===== src/rtl/scan_pkg.sv =====
// Shared definitions for the scan index sequencer.
//   scan_state_e : sequencer state encoding
//   SCAN_N       : default index width (must match the decoder's n)
//   SCAN_DWELL_W : default width of the dwell-time field
package scan_pkg;

  typedef enum logic [1:0] {
    S_IDLE,
    S_ACTIVE,
    S_GAP,
    S_DONE
  } scan_state_e;

  localparam int unsigned SCAN_N       = 4;
  localparam int unsigned SCAN_DWELL_W = 8;

endpackage


===== src/rtl/scan_next_index.sv =====
// Combinational search for the lowest unmasked index in a window.
//   cur        : current index; search starts above it unless from_start
//   last       : highest index that may be returned
//   mask       : bit i = 1 excludes index i
//   from_start : 1 = search from index 0 inclusive
//   idx        : lowest qualifying index (0 when none)
//   valid      : a qualifying index exists
module scan_next_index #(
  parameter int unsigned N = 4
) (
  input  logic [N-1:0]      cur,
  input  logic [N-1:0]      last,
  input  logic [2**N-1:0]   mask,
  input  logic              from_start,
  output logic [N-1:0]      idx,
  output logic              valid
);

  localparam int unsigned NUM = 32'd1 << N;

  always_comb begin
    idx   = '0;
    valid = 1'b0;
    // Ascending scan; the first hit latches valid so later hits are ignored.
    for (int unsigned i = 0; i < NUM; i++) begin
      if (!valid && !mask[i] && (N'(i) <= last) &&
          (from_start || (N'(i) > cur))) begin
        idx   = N'(i);
        valid = 1'b1;
      end
    end
  end

endmodule


===== src/rtl/scan_index_sequencer.sv =====
// Scan index sequencer: drives index w and enable en into a one-hot
// decoder, stepping through unmasked indices 0..last_idx with a
// programmable dwell and a one-cycle blanking gap between indices.
//   clk, rst_n : clock, asynchronous active-low reset
//   start      : begin a scan (IDLE only); stop : abort from any state
//   cont       : 1 = wrap continuously, 0 = single pass
//   dwell      : ACTIVE cycles per index minus 1
//   last_idx   : highest index scanned; mask : bit i = 1 skips index i
//   w, en      : registered decoder index / enable
//   busy       : scan in progress; done : single-pass completion pulse
module scan_index_sequencer
  import scan_pkg::*;
#(
  parameter int unsigned N       = SCAN_N,
  parameter int unsigned DWELL_W = SCAN_DWELL_W
) (
  input  logic               clk,
  input  logic               rst_n,
  input  logic               start,
  input  logic               stop,
  input  logic               cont,
  input  logic [DWELL_W-1:0] dwell,
  input  logic [N-1:0]       last_idx,
  input  logic [2**N-1:0]    mask,
  output logic [N-1:0]       w,
  output logic               en,
  output logic               busy,
  output logic               done
);

  scan_state_e        state_q, state_d;
  logic [N-1:0]       w_q, w_d, pend_q, pend_d;
  logic               en_q, en_d, busy_q, busy_d, done_q, done_d;
  logic [DWELL_W-1:0] cnt_q, cnt_d, dwell_q, dwell_d;
  logic [N-1:0]       last_q, last_d;
  logic [2**N-1:0]    mask_q, mask_d;
  logic               cont_q, cont_d;

  logic               idle;
  logic [N-1:0]       first_idx, next_idx;
  logic               first_valid, next_valid;

  assign idle = (state_q == S_IDLE);

  // In IDLE the first index comes from the live inputs, since the shadow
  // registers are loaded on the same edge; afterwards it is the wrap target.
  scan_next_index #(.N(N)) u_first (
    .cur        ('0),
    .last       (idle ? last_idx : last_q),
    .mask       (idle ? mask : mask_q),
    .from_start (1'b1),
    .idx        (first_idx),
    .valid      (first_valid)
  );

  scan_next_index #(.N(N)) u_next (
    .cur        (w_q),
    .last       (last_q),
    .mask       (mask_q),
    .from_start (1'b0),
    .idx        (next_idx),
    .valid      (next_valid)
  );

  always_ff @(posedge clk or negedge rst_n) begin
    if (!rst_n) begin
      state_q <= S_IDLE;
      w_q     <= '0;
      pend_q  <= '0;
      en_q    <= 1'b0;
      busy_q  <= 1'b0;
      done_q  <= 1'b0;
      cnt_q   <= '0;
      dwell_q <= '0;
      last_q  <= '0;
      mask_q  <= '0;
      cont_q  <= 1'b0;
    end else begin
      state_q <= state_d;
      w_q     <= w_d;
      pend_q  <= pend_d;
      en_q    <= en_d;
      busy_q  <= busy_d;
      done_q  <= done_d;
      cnt_q   <= cnt_d;
      dwell_q <= dwell_d;
      last_q  <= last_d;
      mask_q  <= mask_d;
      cont_q  <= cont_d;
    end
  end

  always_comb begin
    state_d = state_q;
    w_d     = w_q;
    pend_d  = pend_q;
    en_d    = en_q;
    busy_d  = busy_q;
    done_d  = 1'b0;
    cnt_d   = cnt_q;
    dwell_d = dwell_q;
    last_d  = last_q;
    mask_d  = mask_q;
    cont_d  = cont_q;

    case (state_q)
      S_IDLE: begin
        en_d   = 1'b0;
        w_d    = '0;
        busy_d = 1'b0;
        if (start && !stop) begin
          dwell_d = dwell;
          last_d  = last_idx;
          mask_d  = mask;
          cont_d  = cont;
          busy_d  = 1'b1;
          cnt_d   = '0;
          if (first_valid) begin
            state_d = S_ACTIVE;
            w_d     = first_idx;
            en_d    = 1'b1;
          end else begin
            state_d = S_DONE;
            done_d  = 1'b1;
          end
        end
      end
      S_ACTIVE: begin
        if (cnt_q == dwell_q) begin
          en_d = 1'b0;
          if (next_valid) begin
            state_d = S_GAP;
            pend_d  = next_idx;
          end else if (cont_q) begin
            state_d = S_GAP;
            pend_d  = first_idx;
          end else begin
            state_d = S_DONE;
            done_d  = 1'b1;
          end
        end else begin
          cnt_d = cnt_q + DWELL_W'(1);
        end
      end
      S_GAP: begin
        state_d = S_ACTIVE;
        w_d     = pend_q;
        en_d    = 1'b1;
        cnt_d   = '0;
      end
      S_DONE: begin
        state_d = S_IDLE;
        w_d     = '0;
        en_d    = 1'b0;
        busy_d  = 1'b0;
      end
      default: begin
        state_d = S_IDLE;
        w_d     = '0;
        en_d    = 1'b0;
        busy_d  = 1'b0;
      end
    endcase

    if (stop && !idle) begin
      state_d = S_IDLE;
      w_d     = '0;
      en_d    = 1'b0;
      busy_d  = 1'b0;
      done_d  = 1'b0;
    end
  end

  assign w    = w_q;
  assign en   = en_q;
  assign busy = busy_q;
  assign done = done_q;

endmodule

===== config.mk =====
export PLATFORM = sky130hd
export DESIGN_NAME = scan_index_sequencer
export DESIGN_NICKNAME = d
export VERILOG_FILES = /design/src/rtl/scan_pkg.sv /design/src/rtl/scan_next_index.sv /design/src/rtl/scan_index_sequencer.sv
export SDC_FILE = /design/constraint.sdc
export NUM_CORES = 1
export LEC_CHECK = 0
export BUFFER_PORTS_ARGS = -buffer_cell sky130_fd_sc_hd__buf_4
export CORE_MARGIN = 4
export CORE_UTILIZATION = 30
export CTS_CLUSTER_SIZE = 10
export DETAILED_ROUTE_END_ITERATION = 6
export SLEW_MARGIN = 10
export SYNTH_ARGS = -nofsm -noshare
export SYNTH_HDL_FRONTEND = slang
export SYNTH_SLANG_ARGS = --single-unit

===== constraint.sdc =====
create_clock -name clk -period 2.7 [get_ports clk]
set_input_delay 0.27 -clock clk [delete_from_list [all_inputs] [get_ports clk]]
set_output_delay 0.27 -clock clk [all_outputs]
set_load 0.05 [all_outputs]

==> impl_metrics.ini <==
[run_status]
outcome = complete, but fails checks
violations = hold timing

[floorplan]
die_w_um = 119.6
io-pin-count = 40
core.rowCount = 40
core_area_sq_um = 12110
fp.dieH_um = 119.6
die_area_sq_um = 14310
start_util_pct = 30.87

[logic_synthesis]
yosysTopAreaCellShare_pct = 33.47
synth_most_common_cell = dfrtp_1
async_flop_share_pct = 100.0
synth_common_cells = dfrtp_1, nand2_1, mux2_2, nor2_1, o21ai_0
netlist_area_sq_um = 3739
synth_nets = 446
yosysTopAreaCell = dfrtp_1
ys_types = 75
synth_edf_count = 0
synth.avg_cell_area_sq_um = 9.186
synth_cells = 407
yosysWarnings = 0
netlist_top_cells_area = dfrtp_1, mux2_2, nand2_1
synth-seq-cells = 50
ys_seq_area_share_pct = 33.47
synth_ff_type = dfrtp_1

[timing]
finalMaxSlewViolations = 0
period_needed_ns = 2.531
skew_ns = 0.01140
worstMarginPinSlew_ns = 0.7125
hold_viol = 8
setup_tns_ns = 0
grt_setup_unrepaired = false
slew_headroom_pct = 52.07
fin_ws_ns = 0.1688
finalCritPeriodShare_pct = 93.75
holdWs_ns = -0.005434
max_clock_freq_mhz = 395.1
setup_violations = 0

[worst_setup_path]
path_class = register to register
crit_path_top_delay_cell = o32a_1
cp_slowest_stage_delay_ns = 0.40
reg2reg_depth = 9
r2r-start = state_q[1]
endpoint = pend_q[1]
crit_family = simple AND/OR/NAND/NOR gates
critPathBufInv = 1
critPathLaunch = state_q[1]
worstPathRequired_ns = 2.92
critPathCaptureType = register
reg2reg_slack_ns = 0.17
rr_endpoint = pend_q[1]
worstPathMaxFanout = 8
cp.arrival_ns = 2.75
path_cells = inv_1 -> ha_4 -> nor3b_4 -> nor3_2 -> nor4b_4 -> nand4_2 -> o32a_1 -> nand3b_1 -> a31oi_1
cp-start-kind = register
cp.depth = 9

[global_route]
first_global_vias = 3383
grt_pass1_wl_mm = 18.00
grt_use_total_pct = 15.43
antenna_found_initial = 0
grt_max_degree = 51
grt_overflow = 0

[detailed_routing]
wl_per_cell_um = 17.82
top_layer = met4
wirelength_mm = 10.96
drt_iter0_drc = 314
dr_total_vias = 3497
wl_met1_mm = 5.283
dr_wl_met3_um = 507
first_pass_iters = 5
met2_length_mm = 4.989
drtAntennaViolNets = 0
remaining_drc_errors = 0
via_per_inst = 5.686

[power]
intPower_mw = 2.910
power_frac_seq_pct = 27.9
ir_drop_v = 0.0004340
pwr-share-clk_pct = 13.3
p_switching_mw = 2.536
pwr-share-comb_pct = 58.8
power.density_nw_per_um2 = 1220
p_leak_nw = 1.813
swShare_pct = 46.57

[clocking]
cts_hold_buffers = 0
htree_levels = 2
cts.sinks = 50
clockBufferDepth = 2
clk_latency_ns = 0.30
cts_tree = built
cts.clk_slew.worst_paths_ns = 0.07
cts_made_buffers = 5
clock_tree.root_cell = clkbuf_16

[placement]
dp_hpwl_mm = 8.186
io_buffer_count = 39
dpl.cell_count = 607
pre_cts_ws_ns = 0.05515
place_congestion = 0.9536

[finish]
drive_above_1_share_pct = 26.85
nets = 486
finalNonFillerCells = 615
insertedDiodeCount = 0
area_growth_pct = 19.41

[flow_run]
maxCapViolCount = 0

[worst_hold_path]
hold_path.class = primary input to async pin
worst register-to-register path, delay by kind of cell, from the launching register on:
kind	cells	cell delay [ns]
AOI/OAI and AO/OA	2	0.58
adders and majority gates	1	0.22
buffers and inverters	1	0.15
DFF	1	0.39
and+or+nand+nor	5	1.10
layout make-up:
class                      instances  area [sq um]
clock inverter                     2         38.79
multi-input combinational        321          2327
sequential                        50          1254
timing repair buffer              59         471.7
inverter                          10         37.54
clock buffer                       5         125.1
tap                              168         210.2
fill                            1274          7647
how the worst min path moves through the flow:
| stage | startpoint | to | slack (ns) | depth (start not counted) |
|---|---|---|---|---|
| 2_1_floorplan | rst_n | busy | -0.03 | 0 |
| 3_3_place_gp | rst_n | last_q[0] | 0.34 | 1 |
| 3_5_place_dp | rst_n | mask_q[10] | 0.35 | 1 |
| 4_1_cts | rst_n | w[0] | 0.03 | 1 |
| 5_1_grt | rst_n | mask_q[10] | 0.05 | 1 |
| 6_report | rst_n | mask_q[10] | -0.005 | 1 |
layer usage:
layer	track usage [%]	up-vias
met5	0	-
met4	4.080	0
met3	1.885	14
met2	24.29	127
met1	22.38	1734
li1	-	1622
cells in the final DEF (no fill, tap or decap), types with 5 or more instances in the layout:
master / synthesis / final
clkbuf_16: 0 / 5
mux2_2: 27 / 27
a211oi_1: 5 / 5
nor2_1: 27 / 27
mux2i_1: 5 / 5
a31oi_1: 9 / 9
o21ai_0: 25 / 25
nand2b_1: 11 / 11
inv_1: 10 / 10
buf_4: 6 / 56
xnor2_1: 5 / 5
a22oi_1: 5 / 5
nand2_1: 34 / 34
o21bai_1: 5 / 5
nand3_1: 11 / 11
dfrtp_1: 50 / 48
nand3b_1: 5 / 5
a21oi_1: 19 / 19
nor3_1: 12 / 12
xor2_1: 8 / 8
o22ai_1: 8 / 8
nor4_1: 5 / 5
ha_1: 6 / 5
power by group through the flow:
stage,sequential (mW),clock [mW],combinational (mW)
detailed placement,1.51,0,3.07
finish,1.52,0.722,3.20
CTS,1.50,0.747,3.09
floorplan,1.39,0,2.35
global placement,1.50,0,3.03
global route,1.56,0.773,3.51
per-stage QoR:
stage,total power [mW],cell area (sq um),util (%)
global placement,4.524,4247,35.06
finish,5.446,4464,36.86
global route,5.844,4464,36.86
CTS,5.335,4410,36.42
floorplan,3.738,3739,-
detailed placement,4.581,4247,35.06
what timing repair did:
item,4_1_cts,5_1_grt
resized for setup,0,9
buffers inserted,0,1
endpoints found under the setup margin,0,11
endpoints found under the hold margin,0,0
kinds of logic after synthesis:
family / Yosys count / share of synthesized area (%)
buffers and inverters: 36 / 5.355
and+or+nand+nor: 139 / 21.08
DFF: 50 / 33.47
xor gates and xnor gates: 13 / 3.046
adders and majority gates: 6 / 2.008
AOI/OAI and AO/OA: 131 / 25.57
muxes: 32 / 9.471
flip-flops by register name, summed over array words and instances, names as in the netlist:
name and cells:
pend_q 4, en 1, w 4, mask_q 16, last_q 4, cnt_q 8, state_q 2, busy 1
done 1, cont_q 1, dwell_q 8
(Power assumes the default switching activity.)
